===== config.mk =====
export PLATFORM = sky130hd
export DESIGN_NAME = adder_responder
export DESIGN_NICKNAME = d
export VERILOG_FILES = /design/src/rtl/adder_responder.sv
export SDC_FILE = /design/constraint.sdc
export NUM_CORES = 1
export LEC_CHECK = 0
export CAP_MARGIN = 10
export CORE_MARGIN = 3
export CORE_UTILIZATION = 25
export CTS_BUF_LIST = sky130_fd_sc_hd__clkbuf_4
export DETAILED_ROUTE_END_ITERATION = 10
export PLACE_DENSITY_LB_ADDON = 0.3
export SLEW_MARGIN = 20
export SYNTH_ARGS = -nofsm -noshare
export SYNTH_HDL_FRONTEND = slang
export SYNTH_SLANG_ARGS = --single-unit
export TNS_END_PERCENT = 30

===== constraint.sdc =====
create_clock -name clk -period 2.5 [get_ports clk]
set_input_delay 0.75 -clock clk [delete_from_list [all_inputs] [get_ports clk]]
set_output_delay 0.75 -clock clk [all_outputs]
set_load 0.01 [all_outputs]

===== src/rtl/adder_responder.sv =====
// Flow-controlled adder responder: operand pairs are summed on acceptance and the
// {carry, sum} results are returned in order through a small result FIFO.
module adder_responder #(
    parameter int WIDTH = 4,
    parameter int DEPTH = 4,
    parameter int CNT_W = 16
) (
    input  logic             clk,
    input  logic             rst_n,
    input  logic             in_valid,
    output logic             in_ready,
    input  logic [WIDTH-1:0] in_a,
    input  logic [WIDTH-1:0] in_b,
    output logic             out_valid,
    input  logic             out_ready,
    output logic [WIDTH-1:0] out_sum,
    output logic             out_carry,
    input  logic             clear,
    output logic [CNT_W-1:0] txn_count,
    output logic [CNT_W-1:0] carry_count
);
    localparam int AW = (DEPTH > 1) ? $clog2(DEPTH) : 1;
    localparam logic [CNT_W-1:0] CNT_MAX = '1;

    logic [WIDTH:0]   mem_reg [DEPTH];
    logic [AW:0]      wr_ptr_reg;
    logic [AW:0]      rd_ptr_reg;
    logic [CNT_W-1:0] txn_count_reg;
    logic [CNT_W-1:0] carry_count_reg;

    logic             full;
    logic             empty;
    logic             push;
    logic             pop;
    logic [WIDTH:0]   sum_next;
    logic [WIDTH:0]   head;

    // Pointers carry one extra wrap bit so full and empty are distinguishable.
    assign full  = (wr_ptr_reg[AW] != rd_ptr_reg[AW]) &&
                   (wr_ptr_reg[AW-1:0] == rd_ptr_reg[AW-1:0]);
    assign empty = (wr_ptr_reg == rd_ptr_reg);

    assign in_ready  = !full;
    assign out_valid = !empty;
    assign push      = in_valid && !full;
    assign pop       = out_ready && !empty;

    assign sum_next  = {1'b0, in_a} + {1'b0, in_b};
    assign head      = mem_reg[rd_ptr_reg[AW-1:0]];
    assign out_sum   = head[WIDTH-1:0];
    assign out_carry = head[WIDTH];

    // Storage is reset so the head reads as zero straight out of reset.
    generate
        for (genvar gi = 0; gi < DEPTH; gi++) begin : g_entry
            always_ff @(posedge clk or negedge rst_n) begin
                if (!rst_n) begin
                    mem_reg[gi] <= '0;
                end else if (push && (wr_ptr_reg[AW-1:0] == AW'(gi))) begin
                    mem_reg[gi] <= sum_next;
                end
            end
        end
    endgenerate

    always_ff @(posedge clk or negedge rst_n) begin
        if (!rst_n) begin
            wr_ptr_reg <= '0;
            rd_ptr_reg <= '0;
        end else begin
            if (push) wr_ptr_reg <= wr_ptr_reg + 1'b1;
            if (pop)  rd_ptr_reg <= rd_ptr_reg + 1'b1;
        end
    end

    always_ff @(posedge clk or negedge rst_n) begin
        if (!rst_n) begin
            txn_count_reg   <= '0;
            carry_count_reg <= '0;
        end else if (clear) begin
            txn_count_reg   <= '0;
            carry_count_reg <= '0;
        end else if (pop) begin
            if (txn_count_reg != CNT_MAX) txn_count_reg <= txn_count_reg + 1'b1;
            if (out_carry && (carry_count_reg != CNT_MAX))
                carry_count_reg <= carry_count_reg + 1'b1;
        end
    end

    assign txn_count   = txn_count_reg;
    assign carry_count = carry_count_reg;
endmodule


== After elaboration in Yosys (flattened, before gate mapping) ==
Index checks and enable logic that the tools add are counted.
Operators by class
  shifts and indexed selects: 0
  $add $sub $neg: 5
  bitwise gates (word level): 1
  reduce and logical (&&, ||, !) cells: 16
  multiply operators: 0
  $lt $le $gt $ge: 1
  eq/ne operators: 8
  divide/modulo/power cells: 0
  multiplexer cells: 9
Operators by type and width (number)
  16-bit two-way mux: 6
  16-bit by 1-bit adder with 16-bit output (second input constant): 2
  16-bit inequality test (second input constant): 2
  5-bit binary-select mux with 2-bit select: 1
  5-bit two-way mux: 2
  1-bit logical AND: 8
  3-bit by 1-bit adder with 3-bit output (second input constant): 2
  2-bit nonzero test: 3
  4-bit by 4-bit adder with 5-bit output: 1
  2-bit equality test (second input constant): 2
  2-bit AND reduction: 2
  3-bit equality test: 1
  3-bit greater-or-equal comparator (second input constant): 1
  2-bit NOT with 3-bit output: 1
  2-bit by 1-bit equality test with 1-bit output (second input constant): 1
  2-bit equality test: 1
  1-bit zero test: 2
  2-bit zero test: 1
  1-bit inequality test: 1
Word-level totals
  bits in latches: 0
  memory bits (read-only): 0
  memories: 0
  register bits after elaboration: 58
  memory bits (writable): 0

== Longest topological paths before layout ==
  depth in word-level cells: 8
  mapped depth: 7
  depth with buffers taken out: 7

== Worst setup path before layout ==
OpenSTA, ideal clock, no wires.
  path type: register to register
  start: reg carry_count_reg[0], in the netlist carry_count[0]
  end: reg carry_count_reg[14], in the netlist carry_count[14]
  setup time: 0.132 ns
  stages on the path, launching flop included: 7
  slack: 0.494 ns
  buffers on the path: 0
  required time: 2.368 ns
  arrival: 1.874 ns
  clock period less this slack: 2.006 ns
  path through: dfrtp_1 > ha_1 > nand4_2 > or4_4 > a2111oi_4 > xnor2_1 > nor2_1
On the way
  word-level cells in the longest chain between the ends: 4
  elaborated cells between the ends (all ways): 8
  those cells by class: add/sub (1); eq/ne (1); mux (3); reduce/logical (3)
RTL lines
  from (decl): RTL line 29  | logic [CNT_W-1:0] carry_count_reg;
  from (signal assigned): RTL line 86  | carry_count_reg <= carry_count_reg + 1'b1;
  16-bit by 1-bit adder with 16-bit output / 16-bit inequality test (equally long branches): RTL line 86, 85
  16-bit two-way mux / 1-bit logical AND (equally long branches): RTL line 85  | if (out_carry && (carry_count_reg != CNT_MAX))
  16-bit two-way mux / 2-bit nonzero test (equally long branches)
  16-bit two-way mux / 2-bit AND reduction (equally long branches)
Several ways; a longest one is shown, not always the timed one. The select of a mux whose other input is x is not followed.
A chain may end at the register's enable or synchronous reset.

== Worst setup path after layout ==
  start: reg rd_ptr_reg[0]
  end: out out_sum[1]
On the way
  word-level cells in the longest chain between the ends: 4
RTL lines
  from (decl): RTL line 27  | logic [AW:0] rd_ptr_reg;
  from (signal assigned): RTL line 72  | if (pop) rd_ptr_reg <= rd_ptr_reg + 1'b1;
  2-bit NOT with 3-bit output (not written as such): RTL line 49  | assign head = mem_reg[rd_ptr_reg[AW-1:0]];
  5-bit binary-select mux with 2-bit select: RTL line 49
  5-bit two-way mux (not written as such) (2 in series): RTL line 49
  to (decl): RTL line 16  | output logic [WIDTH-1:0] out_sum,
No other way between the ends. The select of a mux whose other input is x is not followed.

==> metrics.md <==
| Metric | Value |
|---|---|
| Global route overflow | 0 |
| Die width | 120 um |
| Final nets | 383 |
| Setup tns final | 0 ps |
| PnR worst setup slack | 77.8 ps |
| Largest net degree at the start of global routing | 40 |
| Slew @ Worst Pin | around 730 ps |
| Worst Reg-to-Reg Cells | 6 |
| N_diodes | 0 |
| Root buf cell | clkbuf_4 |
| Max Slew Vio Count | 0 |
| H-tree depth | 3 |
| Met2 WL | 3440 um |
| Max reg flops | 20 |
| Die area | 0.0145 mm^2 |
| Critical Path AT | 1670 ps |
| Async set-reset flop share out of synthesis | 100% |
| Initial antenna violation count | 0 |
| Leakage power | between 1.5 and 2 nW |
| Critical path launch point | rd_ptr_reg[0]$_DFFE_PN0P_ |
| Clk slew on worst S/H paths | about 100 ps |
| Syn avg cell area | roughly 11 um^2 |
| DR DRC count | 0 |
| Final Hold Fails | 0 |
| Non-Filler Instances | 534 |
| Worst-path fanout max | 5 |
| Placed insts | 515 |
| Endpoints failing setup | 0 |
| Worst Clk Skew | 12.0 ps |
| Layout cells sized above 1 | 23.5% |
| Synth top cells by count | dfrtp_1, nor2_1, xnor2_1 |
| Max frequency | 413 MHz |
| DRT iter0 DRCs | around 140 |
| Wirelength, routed | ~7400 um |
| Yosys reg bits | 58 |
| Routed Antenna Nets | 0 |
| WL per Instance | 13.9 um |
| Synth area leaders | dfrtp_1, xnor2_1, mux2_2 |
| Status | finished, final reports clean |
| Maxcap violations | 0 |
| Synth Instances | 288 |
| Worst relative slew slack | 51.4% |
| Area Growth Syn to Fin | 28.0% |
| Register area share after synthesis | around 44% |
| CTS buffer count | 9 |
| Yosys top cell area share | 44.3% |
| IO Pins | between 50 and 60 |
| First-pass GRT wire length | around 12,000 um |
| DR vias | about 2,400 |
| TritonCTS Sinks | 58 |
| CTS tree | built |
| Crit path kind | flop to output port |
| R2R Setup Slk | 290 ps |
| Most common cell in the netlist | dfrtp_1 |
| Post-synth EDFFs | 0 |
| WL met3 | about 420 um |
| Pwr dens | 849 mW/mm^2 |
| Initial Utilization | 25.7% |
| CP startpoint kind | flop |
| Critical Path Sink Type | output port |
| Net count after synthesis | 313 |
| Reg2Reg Capture Point | rd_ptr_reg[1]$_DFFE_PN0P_ |
| Post-layout util | between 30% and 40% |
| Synthesized cell area | 0.00328 mm^2 |
| DP Worst Slack | roughly 55 ps |
| Clk buf depth | 2 |
| Post-synth top area cell | dfrtp_1 |
| Synth Warn # | 0 |
| GP Congestion | 0.739 |
| Number of global-route vias before repair | 2,380 |
| Final HPWL DP | 5260 um |
| IO buf count | 51 |
| Most used DFF post-synth | dfrtp_1 |
| Synth unique cells | 47 |
| Clk_lat worst skew | 400 ps |
| GR Util All Layers | 10.7% |
| Die Span Y | 120 um |
| WP data required | 1750 ps |
| Detailed-route vias per instance | 4.48 |
| Worst flop-to-flop path startpoint | rd_ptr_reg[0]$_DFFE_PN0P_ |
| Shortest period the worst path allows | 2420 ps |
| Core area | 0.0127 mm^2 |
| Fillers | between 1,000 and 1,500 |
| Met1 WL | 3470 um |
| HP Class | primary input to asynchronous set/reset pin |
| Setup crit end | out_sum[1] |
| Final period utilization | a little over nine tenths |
| VDD IR max | around 0.43 mV |
| FP Rows | 41 |
| Max Used Layer | met4 |
| First drt pass iteration count | 4 |
[worst min-delay path by stage]
stage / from / to / depth (start not counted)
6_report: rst_n / txn_count[5]$_DFFE_PN0P_ / 1
5_1_grt: rst_n / txn_count[14]$_DFFE_PN0P_ / 1
4_1_cts: rst_n / txn_count[14]$_DFFE_PN0P_ / 1
3_5_place_dp: mem_reg[11]$_DFFE_PN0P_ / mem_reg[11]$_DFFE_PN0P_ / 2
3_3_place_gp: mem_reg[11]$_DFFE_PN0P_ / mem_reg[11]$_DFFE_PN0P_ / 2
2_1_floorplan: mem_reg[11]$_DFFE_PN0P_ / mem_reg[11]$_DFFE_PN0P_ / 2
[cells by family after synthesis]
kind of cell,synth area share (%)
simple gates,17.5
flops,44.3
xor+xnor,10.0
compound gates,9.97
mux,10.5
buf+inv,2.79
fa+ha+maj,4.81
[cell type report]
cell class                      instances  area, um^2  area share [%]
Multi-Input combinational cell        212        1730            41.3
Tap cell                              172         215            5.13
Clock inverter                          4        43.8            1.04
Clock buffer                           11        82.6            1.97
Inverter                                7        26.3           0.627
Sequential cell                        58        1450            34.6
Timing Repair Buffer                   70         641            15.3
[layer usage]
layer	up-vias	track usage (%)
met2	47	17.0
met5	-	0
met3	8	3.70
met4	0	3.19
li1	1167	-
met1	1171	13.8
[metrics by stage]
stage | power, mW | instance area [um^2] | hold slack, ps
2_1_floorplan | 2.36 | 3280 | 442
3_3_place_gp | 2.93 | 4060 | 469
3_5_place_dp | 2.95 | 4060 | 473
4_1_cts | 3.63 | 4190 | 290
5_1_grt | 3.82 | 4190 | 311
6_report | 3.56 | 4190 | 299
[cell usage in the layout, fill, tap and decap left out, types with 3 or more instances in the layout]
cell type / count
nand3_1: 14
ha_1: 11
xor2_2: 3
buf_4: 17
a21oi_1: 3
a211oi_2: 7
mux2_2: 17
clkdlybuf4s50_1: 43
nor2b_1: 4
o21ai_0: 8
mux4_2: 3
nor3_1: 8
nand4_1: 6
and3_1: 3
nand2_1: 23
xnor2_1: 32
dlygate4sd2_1: 3
clkbuf_4: 11
dfrtp_1: 57
mux2i_1: 3
a2111oi_2: 4
buf_2: 5
nor4_1: 4
nor2_1: 32
inv_1: 7
[critical path, stage by stage, from the launching register on]
cell,delay [ps]
dfrtp_2,430
buf_6,130
mux4_1,560
buf_2,160
[power breakdown]
part	total (mW)	internal, mW	leakage, nW	switching [mW]
combinational	1.51	0.776	0.788	0.739
clock	0.658	0.316	0.0741	0.342
sequential	1.39	1.18	0.757	0.209
total	3.56	2.27	1.62	1.29
[timing repair]
item,CTS,global route
buffers inserted,4,0
pin swaps,1,0
endpoints found under the setup margin,7,4
gates resized for setup,20,3
hold buffers,0,0
Note: power is estimated with default switching activity, not from simulation.
==> variant 1: new RTL, same settings <==
Reset style: synchronous (`rst_n`), changed in 3 clocked blocks.
--- a/src/rtl/adder_responder.sv
+++ b/src/rtl/adder_responder.sv
@@ -53,7 +53,7 @@
     // Storage is reset so the head reads as zero straight out of reset.
     generate
         for (genvar gi = 0; gi < DEPTH; gi++) begin : g_entry
-            always_ff @(posedge clk or negedge rst_n) begin
+            always_ff @(posedge clk) begin
                 if (!rst_n) begin
                     mem_reg[gi] <= '0;
                 end else if (push && (wr_ptr_reg[AW-1:0] == AW'(gi))) begin
@@ -63,7 +63,7 @@
         end
     endgenerate
 
-    always_ff @(posedge clk or negedge rst_n) begin
+    always_ff @(posedge clk) begin
         if (!rst_n) begin
             wr_ptr_reg <= '0;
             rd_ptr_reg <= '0;
@@ -73,7 +73,7 @@
         end
     end
 
-    always_ff @(posedge clk or negedge rst_n) begin
+    always_ff @(posedge clk) begin
         if (!rst_n) begin
             txn_count_reg   <= '0;
             carry_count_reg <= '0;
Behaviour: differs if rst_n is asserted again (counterexample within 4 cycles, from zero or initial values and one cycle with rst_n low); with rst_n held inactive, the same outputs for 10 cycles.
==> variant 1 against the original RTL <==
Synthesized cell count up 4.5%; sequential cell count increased by 2; synthesized area down 6.9%; critical endpoint is now out_carry; setup slack got worse by 6.6 ps; wire length shrank 4.7%; design area decreased by 5.3%.
Power is not compared: it rests on default switching activity, and its combinational part moved more than twofold at a synthesized area within 25%.
==> variant 1: results <==
metrics = {
    "sta": {
        "finClkSkew_ps": 18.5,
        "holdWs_ps": 512,
        "relSlewSlack_pct": 69.6,
        "timing.fmax_mhz": 412,
    },
    "hold_path": {
        "min_path_type": "reg2reg",
    },
    "drt": {
        "routed_wl_um": 7070,
        "avgViaCountPerCell": 4.69,
        "initialDrtViolationCount": 100,
    },
    "yosys": {
        "synth_edf_count": 20,
        "synth_area_leaders": "dfxtp_1 26%, edfxtp_1 20%, nor2_1 4.8%",
        "synthesis.nets": 326,
        "ys_seq_area_share_pct": 45.9,
        "ys_async_sr_fraction_pct": 0,
        "synthTopCellsByCount": "40 x dfxtp_1, 39 x nor2_1, 25 x nand2_1",
    },
    "finish": {
        "largest_reg_flops": 20,
        "drive_above_1_share_pct": 14.9,
        "nets": 397,
    },
    "place": {
        "dpl.hpwl_um": 5450,
        "pre_cts_ws_ps": 16.2,
        "port-buffer-count": 51,
        "gp_congestion": 0.755,
    },
    "global_routing": {
        "grt_usage_pct": 11.0,
        "grt_max_degree": 16,
        "antenna_found_initial": 1,
        "grt_pass1_wl_um": 11600,
        "grt_pass1_vias": 2369,
        "grtUsageMet3_pct": 2.95,
        "use_met1_pct": 13.3,
        "gr-usage-met2_pct": 18.4,
    },
    "worst_setup_path": {
        "r2r_slack_ps": 470,
        "cp_slowest_cell": "mux4_2",
    },
    "run_status": {
        "status": "finished clean",
    },
    "clocking": {
        "clk_pin_slew_worst_paths_ps": 110,
        "cts-root-buf": "clkbuf_4",
    },
    "power": {
        "vdd_drop_max_uv": 174,
    },
}
[variant 1: stage by stage]
| step | util (%) | power (µW) | std cells | instance area (µm²) |
|---|---|---|---|---|
| global route | 34.0 | 2330 | 521 | 3970 |
| finish | 34.0 | 2210 | 521 | 3970 |
| global placement | 32.7 | 1530 | 503 | 3810 |
| CTS | 33.9 | 2230 | 520 | 3960 |
| detailed placement | 32.7 | 1540 | 503 | 3810 |
| floorplan | - | 1350 | 301 | 3050 |
[variant 1: timing repair]
item                                    CTS  global route
cloned                                    0             0
endpoints found under the setup margin    7             4
hold buffers                              0             0
setup buffers                             1             0
gates resized for setup                   9             7
[variant 1: final timing paths]
kind                                from                           to  cells past startpoint
max                                 flop                    out_carry                      2
min          carry_count[6]$_SDFFE_PP0P_  carry_count[6]$_SDFFE_PP0P_                      2
max reg2reg    txn_count[3]$_SDFFE_PP0P_    txn_count[1]$_SDFFE_PP0P_                      6
min reg2reg  carry_count[6]$_SDFFE_PP0P_  carry_count[6]$_SDFFE_PP0P_                      2
[variant 1: critical path: cells and delay by family, from the launching register on]
family / cells / cell delay, ps
flops: 1 / 410
mux: 1 / 550
buf+inv: 1 / 310
[variant 1: final cells by class]
cell class              count  area (µm²)
flip-flops and latches     60        1410
repair buffers             71         654
clock inverters             7        76.3
diodes                      1        2.50
clock buffers               9        67.6
inverters                  10        37.5
well taps                 143         179
multi-input cells         220        1540
fillers                  1185        7690
[variant 1: cells by family after synthesis]
family / synth area share, %
AO/OA/AOI/OAI: 12.8
adder cells (fa/ha/maj): 5.17
buffers and inverters: 3.53
multiplexers: 4.84
XOR/XNOR: 6.56
flip-flops: 45.9
AND/OR/NAND/NOR: 21.1
[variant 1: per-layer routing]
layer / wire length, µm / up-vias
li1: - / 1241
met1: 3160 / 1149
met2: 3520 / 47
met3: 278 / 9
met4: 114 / 0
met5: 0 / -
[variant 1: where the power goes]
group | internal (µW) | switching (µW)
clock | 309 | 403
sequential | 1060 | 37.0
combinational | 209 | 199
total | 1570 | 639
==> variant 2: new RTL, same settings <==
Made on the original files. The parameter `DEPTH` goes from 4 to 16.
--- a/src/rtl/adder_responder.sv
+++ b/src/rtl/adder_responder.sv
@@ -2,7 +2,7 @@
 // {carry, sum} results are returned in order through a small result FIFO.
 module adder_responder #(
     parameter int WIDTH = 4,
-    parameter int DEPTH = 4,
+    parameter int DEPTH = 16,
     parameter int CNT_W = 16
 ) (
     input  logic             clk,
Formal check against the unedited RTL: not equivalent (a bounded check fails within 10 cycles, from zero or initial values and one cycle with rst_n low).
==> variant 2 against the original RTL <==
The flow now finishes with violations (negative setup slack); synthesized area rose by 87%; sequential cell count rose by 64; highest routed layer unchanged; critical path type unchanged; design area rose by 95%; critical path depth up 2; synthesized cell count is 65% higher; wire length rose by 100%; register-to-register slack worse by 480 ps; setup slack worse by 700 ps; final cell count increased by 73%; total power up 150%.
==> variant 2: results <==
metrics = {
    "global_routing": {
        "grt_pass1_vias": 4402,
        "grt_usage_pct": 11.9,
        "grt_pass1_wl_um": 24300,
        "grt_max_degree": 42,
    },
    "sta": {
        "setup_viol": 82,
        "setup_tns_ps": -9810,
        "finClkSkew_ps": 17.0,
        "setup_slack_ps": -623,
        "tightest_slew_ps": 600,
    },
    "power": {
        "clockPowerShare_pct": 17.5,
        "internal_power_uw": 5910,
        "vdd_drop_max_uv": 941,
        "cellLeakagePower_uw": 0.00356,
        "powerComb_uw": 4110,
        "p_clk_uw": 1550,
    },
    "yosys": {
        "synth_area_per_cell_um2": 12.8,
        "synth_area_leaders": "dfrtp_1 50%, mux2_2 12%, mux4_2 4.8%",
        "synthTopCellsByCount": "122 x dfrtp_1, 64 x mux2_2, 32 x nor2_1",
        "synthesis.nets": 501,
    },
    "drt": {
        "met2_length_um": 7330,
        "met3_length_um": 697,
        "wl_met1_um": 6960,
        "initialDrtViolationCount": 243,
    },
    "finish": {
        "fill_cells": 2314,
        "largest_reg_flops": 80,
        "fin_util_pct": 34.4,
        "nets": 618,
    },
    "worst_setup_path": {
        "cp_max_fo": 6,
    },
    "clocking": {
        "clock_latency_ps": 530,
        "h-tree-depth": 4,
    },
    "run_status": {
        "violations": "negative setup slack",
        "status": "finished, violations left",
    },
    "place": {
        "gp_congestion": 0.769,
        "placedCellCount": 871,
    },
}
[variant 2: worst paths after layout]
kind,end,slack [ps],cells past startpoint,start
max,out_sum[2],-620,5,rd_ptr_reg[0]$_DFFE_PN0P_
min,mem_reg[0]$_DFFE_PN0P_,210,1,rst_n
max reg2reg,mem_reg[65]$_DFFE_PN0P_,-190,15,rd_ptr_reg[1]$_DFFE_PN0P_
min reg2reg,mem_reg[46]$_DFFE_PN0P_,490,2,mem_reg[46]$_DFFE_PN0P_
max in group asynchronous,wr_ptr_reg[1]$_DFFE_PN0P_,1650,2,rst_n
min in group clk,mem_reg[46]$_DFFE_PN0P_,490,2,mem_reg[46]$_DFFE_PN0P_
[variant 2: per-layer routing]
metal	vias up	GRT usage, %
li1	1943	-
met1	2193	15.6
met2	94	19.4
met3	15	3.43
met4	0	2.79
met5	-	0
[variant 2: worst max-delay path, cell delays in order, from the launching register on]
cell     delay, ps
dfrtp_1        400
buf_12         150
buf_16         130
mux4_2         500
mux4_2         530
buf_6          150
[variant 2: final cells by class]
class / instances / area share, %
Clock inverter: 10 / 1.82
Timing Repair Buffer: 125 / 16.5
Sequential cell: 122 / 37.4
Multi-Input combinational cell: 310 / 36.6
Clock buffer: 22 / 2.02
Tap cell: 319 / 4.89
Inverter: 17 / 0.781
[variant 2: timing repair]
action | 4_1_cts | 5_1_grt
setup endpoints to repair | 51 | 105
pin swaps | 5 | 13
hold buffers | 0 | 0
gates cloned | 2 | 0
buffers inserted | 13 | 7
resized for setup | 78 | 20
[variant 2: kinds of logic after synthesis]
group	synth area share, %
AND/OR/NAND/NOR	12.1
buffers and inverters	3.32
flip-flops	50.0
AO/OA/AOI/OAI	2.09
multiplexers	24.0
XOR/XNOR	5.88
adder cells (fa/ha/maj)	2.58
